==> config.mk <==
export PLATFORM = sky130hd
export DESIGN_NAME = ibuf_sync
export DESIGN_NICKNAME = d
export VERILOG_FILES = /design/src/rtl/ibuf_pkg.sv /design/src/rtl/ibuf_bit.sv /design/src/rtl/ibuf_sync.sv
export SDC_FILE = /design/constraint.sdc
export NUM_CORES = 1
export LEC_CHECK = 0
export BUFFER_PORTS_ARGS = -buffer_cell sky130_fd_sc_hd__buf_2
export CAP_MARGIN = 20
export CORE_AREA = 2 2 50 52
export DETAILED_ROUTE_END_ITERATION = 12
export DIE_AREA = 0 0 52 54
export PLACE_DENSITY = 0.75
export SLEW_MARGIN = 20
export SYNTH_ARGS = -nofsm -noshare
export SYNTH_HDL_FRONTEND = slang
export SYNTH_HIERARCHICAL = 1
export SYNTH_SLANG_ARGS = --single-unit
==> constraint.sdc <==
create_clock -name osc -period 1.9 [get_ports osc]
set_input_delay 0 -clock osc [delete_from_list [all_inputs] [get_ports osc]]
set_output_delay 0 -clock osc [all_outputs]
set_load 0.05 [all_outputs]
==> src/rtl/ibuf_pkg.sv <==
// Shared constants for the pad input buffer: parameter defaults, legal ranges
// and the width of the per-bit glitch-filter stability counter.
package ibuf_pkg;

  localparam int SYNC_STAGES_DEF = 2;
  localparam int FILTER_LEN_DEF  = 3;
  localparam int CNT_W_DEF       = 16;

  localparam int SYNC_STAGES_MIN = 2;
  localparam int SYNC_STAGES_MAX = 4;
  localparam int FILTER_LEN_MIN  = 1;
  localparam int FILTER_LEN_MAX  = 15;
  localparam int CNT_W_MIN       = 1;
  localparam int WIDTH_MIN       = 1;

  // The stability counter must be able to hold FILTER_LEN_MAX.
  localparam int STAB_W = 4;

  function automatic bit in_range(input int value, input int lo, input int hi);
    return (value >= lo) && (value <= hi);
  endfunction

endpackage

==> src/rtl/ibuf_bit.sv <==
// One buffered input bit: synchronizer chain, glitch filter, registered
// rise/fall detection and a wrapping transition counter.
module ibuf_bit
  import ibuf_pkg::*;
#(
  parameter int SYNC_STAGES = SYNC_STAGES_DEF,
  parameter int FILTER_LEN  = FILTER_LEN_DEF,
  parameter int CNT_W       = CNT_W_DEF
) (
  input  logic             clk,
  input  logic             rst,
  input  logic             din,
  input  logic             cnt_clr,
  output logic             sync_o,
  output logic             filt_o,
  output logic             rise_o,
  output logic             fall_o,
  output logic [CNT_W-1:0] edge_cnt
);

  localparam logic [STAB_W-1:0] STAB_TARGET = STAB_W'(FILTER_LEN);

  logic [SYNC_STAGES-1:0] sync_q;
  logic [STAB_W-1:0]      stab_q;
  logic [STAB_W-1:0]      stab_n;
  logic                   cand_q;
  logic                   cand_n;
  logic                   filt_q;
  logic                   filt_n;
  logic                   filt_d;
  logic                   rise_q;
  logic                   fall_q;
  logic [CNT_W-1:0]       cnt_q;

  always_ff @(posedge clk) begin
    if (rst) begin
      sync_q <= '0;
    end else begin
      sync_q <= {sync_q[SYNC_STAGES-2:0], din};
    end
  end

  assign sync_o = sync_q[SYNC_STAGES-1];

  // A new level is accepted only after FILTER_LEN consecutive agreeing samples;
  // any disagreement restarts the run at 1 with the new candidate.
  always_comb begin
    stab_n = stab_q;
    cand_n = cand_q;
    filt_n = filt_q;
    if (sync_o == filt_q) begin
      stab_n = '0;
      cand_n = filt_q;
    end else begin
      if (sync_o != cand_q) begin
        stab_n = STAB_W'(1);
      end else begin
        stab_n = stab_q + STAB_W'(1);
      end
      cand_n = sync_o;
      if (stab_n == STAB_TARGET) begin
        filt_n = sync_o;
        stab_n = '0;
      end
    end
  end

  always_ff @(posedge clk) begin
    if (rst) begin
      stab_q <= '0;
      cand_q <= 1'b0;
      filt_q <= 1'b0;
      filt_d <= 1'b0;
      rise_q <= 1'b0;
      fall_q <= 1'b0;
    end else begin
      stab_q <= stab_n;
      cand_q <= cand_n;
      filt_q <= filt_n;
      filt_d <= filt_q;
      rise_q <= filt_q & ~filt_d;
      fall_q <= ~filt_q & filt_d;
    end
  end

  // Clear wins over a coincident edge pulse.
  always_ff @(posedge clk) begin
    if (rst) begin
      cnt_q <= '0;
    end else if (cnt_clr) begin
      cnt_q <= '0;
    end else if (rise_q | fall_q) begin
      cnt_q <= cnt_q + CNT_W'(1);
    end
  end

  assign filt_o   = filt_q;
  assign rise_o   = rise_q;
  assign fall_o   = fall_q;
  assign edge_cnt = cnt_q;

endmodule

==> src/rtl/ibuf_sync.sv <==
// Pad input buffer: zero-latency pass-through plus, per bit, a synchronized,
// glitch-filtered copy with edge pulses and a transition counter.
module ibuf_sync
  import ibuf_pkg::*;
#(
  parameter int WIDTH       = 1,
  parameter int SYNC_STAGES = SYNC_STAGES_DEF,
  parameter int FILTER_LEN  = FILTER_LEN_DEF,
  parameter int CNT_W       = CNT_W_DEF
) (
  input  logic                   osc,
  input  logic                   rst,
  input  logic [WIDTH-1:0]       I,
  output logic [WIDTH-1:0]       O,
  output logic [WIDTH-1:0]       sync_o,
  output logic [WIDTH-1:0]       filt_o,
  output logic [WIDTH-1:0]       rise_o,
  output logic [WIDTH-1:0]       fall_o,
  output logic [WIDTH*CNT_W-1:0] edge_cnt,
  input  logic                   cnt_clr
);

  if (WIDTH < WIDTH_MIN) begin : g_bad_width
    $error("ibuf_sync: WIDTH must be at least 1");
  end
  if (!in_range(SYNC_STAGES, SYNC_STAGES_MIN, SYNC_STAGES_MAX)) begin : g_bad_sync
    $error("ibuf_sync: SYNC_STAGES out of range 2..4");
  end
  if (!in_range(FILTER_LEN, FILTER_LEN_MIN, FILTER_LEN_MAX)) begin : g_bad_filter
    $error("ibuf_sync: FILTER_LEN out of range 1..15");
  end
  if (CNT_W < CNT_W_MIN) begin : g_bad_cnt
    $error("ibuf_sync: CNT_W must be at least 1");
  end

  // Unclocked copy of the pad, standing in for a vendor IBUF.
  assign O = I;

  for (genvar k = 0; k < WIDTH; k++) begin : g_bit
    ibuf_bit #(
      .SYNC_STAGES(SYNC_STAGES),
      .FILTER_LEN (FILTER_LEN),
      .CNT_W      (CNT_W)
    ) u_bit (
      .clk     (osc),
      .rst     (rst),
      .din     (I[k]),
      .cnt_clr (cnt_clr),
      .sync_o  (sync_o[k]),
      .filt_o  (filt_o[k]),
      .rise_o  (rise_o[k]),
      .fall_o  (fall_o[k]),
      .edge_cnt(edge_cnt[k*CNT_W +: CNT_W])
    );
  end

endmodule

==> results.json, run 1 <==
{
  "first_pass_iters": 4,
  "final_common_cell": "dfxtp_1",
  "drive_gt1_frac": 0.2162,
  "num_antenna_cells": 0,
  "clockRootBuffer": "clkbuf_4",
  "cts_resized": 0,
  "report.final.slew_viol_count": 0,
  "endpoint_kind": "register",
  "path_buf_inv": 0,
  "cp.arrival_ps": 1970,
  "ant_nets": 0,
  "start_util": 0.4887,
  "num-fill-cells": 212,
  "synth_edf_count": 0,
  "via_per_inst": 5.185,
  "synth.ff_latch_count": 27,
  "async_flop_share": 0,
  "met1_usage": 0.1932,
  "p_leak_uw": 0.0005276,
  "max_freq_mhz": 572.1,
  "combPwrFrac": 0.041,
  "met3_usage": 0.03889,
  "crit_path_max_incr_delay_ps": 470,
  "post-dp-hpwl_mm": 1.548,
  "fin_nets": 157,
  "vdd_drop_max_v": 0.0005327,
  "final_cell_mix": "27 x dfxtp_1, 24 x buf_2, 18 x nor2_1, 11 x xor2_1, 6 x nand2_1",
  "fin_crit_sh": 0.9199,
  "postSynthCellCount": 121,
  "portBuffers": 24,
  "grt_max_degree": 17,
  "drcViolationCount": 0,
  "ys_types": 29,
  "hold_viol": 0,
  "die_height_um": 54,
  "cp.required_ps": 2120,
  "antenna_found_initial": 0,
  "synth_fp_nets": 129,
  "seqPwrFrac": 0.678,
  "post-route-util": 0.5728,
  "gp_congestion": 0.7705,
  "skew_ps": 2.933,
  "cts.clk_slew.worst_paths_ps": 130,
  "rr_startpoint": "g_bit[0].u_bit/stab_q[0]",
  "totalWireLength_mm": 2.111,
  "netlist_area_sq_um": 1134,
  "die_w_um": 52,
  "cp-start-kind": "register",
  "pwr_density_cell_nw_per_um2": 634.7,
  "synth_top_area_frac": 0.4768,
  "cts_tree": "built",
  "ff2ff_setup_slack_ps": 150,
  "maxCapViolCount": 0,
  "holdCritStartpoint": "cnt_clr",
  "ys_seq_area_frac": 0.4768,
  "crit_start": "g_bit[0].u_bit/stab_q[0]",
  "rsz0062_at_grt": "false",
  "rows": 18,
  "crit_chain": "ha_1 -> or3b_2 -> nor4_1 -> mux2i_1 -> nor2_1",
  "synthTopCellsByArea": "dfxtp_1 48%, xor2_1 8.5%, nor2_1 6.0%",
  "p_int_uw": 664.4,
  "syn2layout_area_growth_pct": 17.22,
  "fin_tns_setup_ps": 0,
  "ys.warnings.count": 6,
  "setup_viol": 0,
  "grt-ovfl-total": 0,
  "track_usage": 0.1758,
  "path_class": "reg2reg",
  "numCtsBuffers": 3,
  "clk_latency_ps": 310,
  "min_period_ps": 1748,
  "dieArea_sq_um": 2808,
  "grt_pass1_wl_mm": 3.629,
  "cp_top_family": "simple AND/OR/NAND/NOR gates",
  "p_switching_uw": 178.9,
  "hold_path_class": "in2reg",
  "clk_path_buf_depth": 2,
  "synthFlopType": "dfxtp_1",
  "core_sq_um": 2320,
  "cts_max_level": 1,
  "grt_busiest_layer": "met2",
  "cts_sinks": 27,
  "initialDrtViolationCount": 6,
  "syn_area_per_cell_sq_um": 9.368,
  "grtUsageMet2": 0.3291,
  "io_pins": 25,
  "slowest_stage": "or3b_2",
  "worst_pin_slew_ps": 351.8,
  "pwr-share-clk": 0.281,
  "vias": 923,
  "yosys.area.top_type": "dfxtp_1",
  "grt_pass1_vias": 856,
  "path_max_fanout": 4,
  "p_sw_frac": 0.2121,
  "run_status": "complete, no violations",
  "avgRoutedWirePerCell_um": 11.86,
  "relSlewSlack": 0.7594
}
==> power by group through the flow <==
stage	logic (uW)	clock network (uW)	registers, uW
2_1_floorplan	21.1	0	587
3_3_place_gp	29.2	0	584
3_5_place_dp	30.4	0	584
4_1_cts	35.0	251	572
5_1_grt	38.7	279	573
6_report	34.6	237	572
==> synthesized netlist by cell type, types with 3 or more instances <==
library cell,n
a21oi_1,4
clkbuf_1,3
dfxtp_1,27
ha_1,4
nand2_1,6
nand3_1,4
nand4_1,4
nor2_1,18
nor2b_1,3
nor3_1,4
nor4_1,3
o2111ai_1,3
o21ai_0,4
or3_1,3
xnor2_1,4
xor2_1,11
==> cell type report <==
class | instances | area, sq um | share of cell area
Multi-Input combinational cell | 88 | 566.8 | 0.4266
Sequential cell | 27 | 540.5 | 0.4068
Timing Repair Buffer | 27 | 150.1 | 0.1130
Tap cell | 30 | 37.54 | 0.02825
Clock buffer | 4 | 26.28 | 0.01977
Inverter | 2 | 7.507 | 0.005650
==> registers in the layout, summed over array words and instances (netlist names) <==
register	flops
g_bit.u_bit/stab_q	4
g_bit.u_bit/filt_d	1
g_bit.u_bit/rise_o	1
g_bit.u_bit/sync_q	2
g_bit.u_bit/edge_cnt	16
g_bit.u_bit/cand_q	1
g_bit.u_bit/fall_o	1
g_bit.u_bit/filt_o	1
==> final timing paths <==
kind	to	cells past startpoint
setup / recovery	g_bit[0].u_bit/filt_o	5
hold / removal	g_bit[0].u_bit/edge_cnt[15]	3
setup reg to reg	g_bit[0].u_bit/filt_o	5
hold reg to reg	g_bit[0].u_bit/rise_o	1
==> tightest hold or removal path: cells and delay by family <==
family,cells,cell delay (ps)
buf+inv,1,70
compound gates,1,70
simple gates,1,280
==> routing by layer <==
| layer | vias up | part of all wire | wire (um) |
|---|---|---|---|
| met3 | 2 | 0.036 | 76 |
| met2 | 14 | 0.51 | 1085 |
| met1 | 423 | 0.44 | 934 |
| met4 | 0 | 0.0066 | 14 |
| met5 | - | 0 | 0 |
| li1 | 484 | - | - |
==> logic make-up after synthesis <==
group                      Yosys count  share of synthesized area
and+or+nand+nor                     54                     0.2472
buffers and inverters                6                    0.02318
AOI/OAI and AO/OA                   14                    0.08389
muxes                                1                   0.008830
adders and majority gates            4                    0.04415
DFF                                 27                     0.4768
xor gates and xnor gates            15                     0.1159
==> stage by stage <==
step | hold slack (ps) | worst slack [ps] | total power, uW | instance area, sq um | cells
final | 140.7 | 152.2 | 843.3 | 1329 | 178
after global routing | 149.3 | 39.93 | 891.0 | 1329 | 178
after CTS | 124.7 | 136.3 | 858.8 | 1329 | 178
after detailed placement | 235.4 | 160.2 | 614.9 | 1272 | 171
after global placement | 226.5 | 249.6 | 613.4 | 1272 | 171
after floorplan | 128.2 | 18.03 | 608.1 | 1134 | 121
==> repair_timing <==
item	4_1_cts	5_1_grt
endpoints found under the hold margin	8	0
hold buffers	3	0
setup buffers	0	0
Power figures use the tool's default switching activity.
==> inputs of run 2 (changes only) <==
Settings changed: SETUP_SLACK_MARGIN set to 0.3.
==> results.json, run 2 (synthesis gave the netlist of run 1 again) <==
{
  "path_class": "reg2reg",
  "worst_pin_slew_ps": 377.7,
  "fin_cells": 186,
  "maxCapViolCount": 0,
  "final_cell_mix": "24 x buf_2, 18 x nor2_1, 16 x dfxtp_2, 11 x xor2_1, 8 x dfxtp_1",
  "initialDrtViolationCount": 11,
  "core_sq_um": 2320,
  "cts_sinks": 27,
  "cts.clk_slew.worst_paths_ps": 140,
  "dp_cells": 171,
  "fin_tns_setup_ps": 0,
  "post-dp-hpwl_mm": 1.496,
  "grt_max_degree": 17,
  "pre_cts_slack_ps": 236.1,
  "rows": 18,
  "via_per_inst": 5.328,
  "max_freq_mhz": 647.2,
  "cts_max_level": 1,
  "crit_chain": "o2111a_2 -> nand3_2 -> or4_4 -> a21oi_2",
  "rsz0062_at_grt": "false",
  "ant_nets": 0,
  "crit_path_max_incr_delay_ps": 530,
  "rr_startpoint": "g_bit[0].u_bit/rise_o",
  "clk_latency_ps": 330,
  "hold_path_class": "in2reg",
  "relSlewSlack": 0.7417,
  "start_util": 0.4887,
  "post-route-util": 0.6343,
  "die_height_um": 54,
  "cp.required_ps": 2170,
  "fin_nets": 165,
  "run_status": "complete, no violations",
  "first_pass_iters": 4,
  "p_leak_uw": 0.0005890,
  "crit_start": "g_bit[0].u_bit/rise_o",
  "cp.arrival_ps": 1820,
  "totalWireLength_mm": 2.246,
  "io_pins": 25,
  "vias": 991,
  "grt_pass1_vias": 841,
  "antenna_found_initial": 0,
  "hold_viol": 0,
  "vdd_drop_max_v": 0.0004910,
  "endpoint_kind": "register",
  "setup_ws_ps": 354.9,
  "pwr_density_cell_nw_per_um2": 583.0,
  "num_antenna_cells": 0,
  "clk_path_buf_depth": 2,
  "syn2layout_area_growth_pct": 29.80,
  "largest_reg_flops": 16,
  "die_w_um": 52,
  "fin_crit_sh": 0.8132,
  "cp_top_family": "simple AND/OR/NAND/NOR gates",
  "portBuffers": 24,
  "grt-ovfl-total": 0,
  "holdCritStartpoint": "rst",
  "slowest_stage": "or4_4",
  "avgRoutedWirePerCell_um": 12.08,
  "cts_tree": "built",
  "drive_gt1_frac": 0.3974,
  "gp_congestion": 0.7941,
  "cp-start-kind": "register",
  "path_buf_inv": 0,
  "numCtsBuffers": 3,
  "setup_viol": 0,
  "dieArea_sq_um": 2808,
  "min_period_ps": 1545,
  "final_common_cell": "buf_2",
  "clockRootBuffer": "clkbuf_4",
  "drcViolationCount": 0,
  "track_usage": 0.1639,
  "skew_ps": 3.356,
  "report.final.slew_viol_count": 0,
  "finalPower_uw": 857.9,
  "path_max_fanout": 8,
  "grt_pass1_wl_mm": 3.415
}
-- run 2: cell type report --
| type | count | area (sq um) |
|---|---|---|
| clock inverters | 1 | 5.005 |
| well taps | 30 | 37.54 |
| repair buffers | 35 | 217.7 |
| clock buffers | 3 | 22.52 |
| multi-input cells | 88 | 609.3 |
| fillers | 192 | 848.3 |
| inverters | 2 | 7.507 |
| flip-flops and latches | 27 | 571.8 |
-- run 2: path summary, 6_finish.rpt --
| path | to | slack [ps] | depth (start not counted) |
|---|---|---|---|
| setup / recovery | g_bit[0].u_bit/edge_cnt[15] | 350 | 4 |
| hold / removal | g_bit[0].u_bit/stab_q[1] | 60 | 3 |
| setup reg to reg | g_bit[0].u_bit/edge_cnt[15] | 350 | 4 |
| hold reg to reg | g_bit[0].u_bit/edge_cnt[12] | 510 | 2 |
-- run 2: power by group --
| group | leakage, uW | switching (uW) | internal [uW] |
|---|---|---|---|
| logic | 0.000343 | 24.2 | 16.0 |
| clock network | 0.0000177 | 171 | 79.1 |
| registers | 0.000229 | 2.47 | 565 |
| total | 0.000589 | 198 | 660 |
-- run 2: through the flow --
| stage | instance area (sq um) | hold WS (ps) |
|---|---|---|
| 5_1_grt | 1471 | 97.87 |
| 4_1_cts | 1421 | 48.74 |
| 3_5_place_dp | 1300 | 229.5 |
| 2_1_floorplan | 1161 | 128.2 |
| 6_report | 1471 | 58.85 |
| 3_3_place_gp | 1300 | 226.5 |
-- run 2: per-layer routing --
layer  part of all wire  global-route usage
met5                  0                   0
met4              0.014              0.1140
met3              0.037             0.02500
met2               0.51              0.2764
met1               0.44              0.1914
-- run 2: repair_timing --
item	CTS	global route
endpoints found under the hold margin	8	0
endpoints found under the setup margin	1	3
hold buffers	6	0
pin swaps	1	3
gates resized for setup	5	6
buffers inserted	1	4
-- run 2: worst register-to-register path, stage by stage, from the launching register on --
cell and delay, ps:
dfxtp_4 410, o2111a_2 300, nand3_2 130, or4_4 530, a21oi_2 120
==> inputs of run 3 (changes only) <==
Clock period 1.9 ns to 1.55 ns, I/O delays scaled along.
==> results.json, run 3 (synthesis gave the netlist of run 1 again) <==
{
  "run_status": "complete, no violations",
  "grt_pass1_vias": 938,
  "grt_pass1_wl_mm": 4.243,
  "cp.required_ps": 1790,
  "worst_pin_slew_ps": 366.9,
  "cp-start-kind": "register",
  "hold_ws_ps": 26.61,
  "p_leak_uw": 0.0006966,
  "clk_path_buf_depth": 2,
  "regArea_sq_um": 606.8,
  "track_usage": 0.2056,
  "rows": 18,
  "relSlewSlack": 0.7553,
  "clockRootBuffer": "clkbuf_4",
  "vias": 1027,
  "drive_gt1_frac": 0.5515,
  "min_period_ps": 1506,
  "fin_cells": 195,
  "syn2layout_area_growth_pct": 55.30,
  "via_per_inst": 5.267,
  "io_pins": 25,
  "setup_ws_ps": 43.55,
  "path_max_fanout": 2,
  "hold_viol": 0,
  "num_antenna_cells": 0,
  "numCtsBuffers": 3,
  "hold_path_class": "in2reg",
  "maxCapViolCount": 0,
  "initialDrtViolationCount": 18,
  "totalWireLength_mm": 2.723,
  "cts_sinks": 27,
  "largest_reg_flops": 16,
  "core_sq_um": 2320,
  "path_class": "reg2reg",
  "report.final.slew_viol_count": 0,
  "antenna_found_initial": 0,
  "post-dp-hpwl_mm": 1.557,
  "gp_congestion": 0.7290,
  "first_pass_iters": 4,
  "dieArea_sq_um": 2808,
  "final_common_cell": "buf_2",
  "num-fill-cells": 148,
  "avgRoutedWirePerCell_um": 13.96,
  "max_freq_mhz": 663.8,
  "cts_tree": "built",
  "vdd_drop_max_v": 0.0004679,
  "skew_ps": 2.114,
  "ff2ff_setup_slack_ps": 40,
  "pre_cts_slack_ps": 18.18,
  "fin_nets": 174,
  "rsz0062_at_grt": "true",
  "portBuffers": 24,
  "multi_input_area_sq_um": 770.7,
  "fin_crit_sh": 0.9719,
  "drcViolationCount": 0,
  "start_util": 0.4887,
  "final_cell_mix": "24 x buf_2, 17 x nor2_1, 17 x dfxtp_4, 9 x xor2_1",
  "die_w_um": 52,
  "grt_max_degree": 17,
  "ant_nets": 0,
  "clk_latency_ps": 330,
  "cp.arrival_ps": 1750,
  "die_height_um": 54,
  "endpoint_kind": "register",
  "pwr_density_cell_nw_per_um2": 588.8,
  "cts_max_level": 1,
  "dp_cells": 173,
  "setup_viol": 0,
  "cts.clk_slew.worst_paths_ps": 140,
  "grt-ovfl-total": 0
}
run 3: timing repair:
| item | CTS | global route |
|---|---|---|
| hold buffers | 6 | 0 |
| gates resized for setup | 8 | 21 |
| pin swaps | 1 | 15 |
| endpoints found under the hold margin | 8 | 0 |
| setup buffers | 8 | 4 |
| setup endpoints to repair | 9 | 15 |
run 3: where the power goes:
group | leakage [uW] | total [uW] | internal [uW] | switching, uW
sequential | 0.000233 | 673 | 669 | 4.36
clock | 0.0000177 | 306 | 97.1 | 209
combinational | 0.000446 | 56.7 | 24.1 | 32.6
total | 0.000697 | 1040 | 790 | 246
run 3: metrics by stage:
| stage | total power, uW | utilization | instance area, sq um | TNS [ps] |
|---|---|---|---|---|
| 6_report | 1037 | 0.7589 | 1760 | 0 |
| 5_1_grt | 1074 | 0.7589 | 1760 | -31.20 |
| 3_5_place_dp | 734.0 | 0.6160 | 1429 | 0 |
| 4_1_cts | 1035 | 0.6980 | 1619 | 0 |
| 3_3_place_gp | 732.7 | 0.6160 | 1429 | 0 |
| 2_1_floorplan | 725.5 | - | 1275 | 0 |
run 3: path summary, 6_finish.rpt:
check,start,endpoint,depth (start not counted)
setup / recovery,g_bit[0].u_bit/stab_q[1],g_bit[0].u_bit/filt_o,5
hold / removal,rst,g_bit[0].u_bit/stab_q[3],3
setup reg to reg,g_bit[0].u_bit/stab_q[1],g_bit[0].u_bit/filt_o,5
hold reg to reg,g_bit[0].u_bit/filt_o,g_bit[0].u_bit/fall_o,1
run 3: final cells by class:
cell class | count | share of cell area
Clock inverter | 1 | 0.002843
Timing Repair Buffer | 44 | 0.1748
Inverter | 2 | 0.005686
Sequential cell | 27 | 0.3447
Tap cell | 30 | 0.02132
Multi-Input combinational cell | 88 | 0.4378
Clock buffer | 3 | 0.01279
run 3: worst max-delay path: stages (launching register included):
cell,delay (ps)
dfxtp_2,360
ha_4,260
or3b_4,390
nor4_4,150
mux2i_1,210
nor2_1,50
run 3: per-layer routing:
metal	share of wire	wire, um	GRT usage
met3	0.034	93	0.02778
met1	0.42	1133	0.2487
met2	0.54	1459	0.3565
met5	0	0	0
met4	0.013	36	0.1053
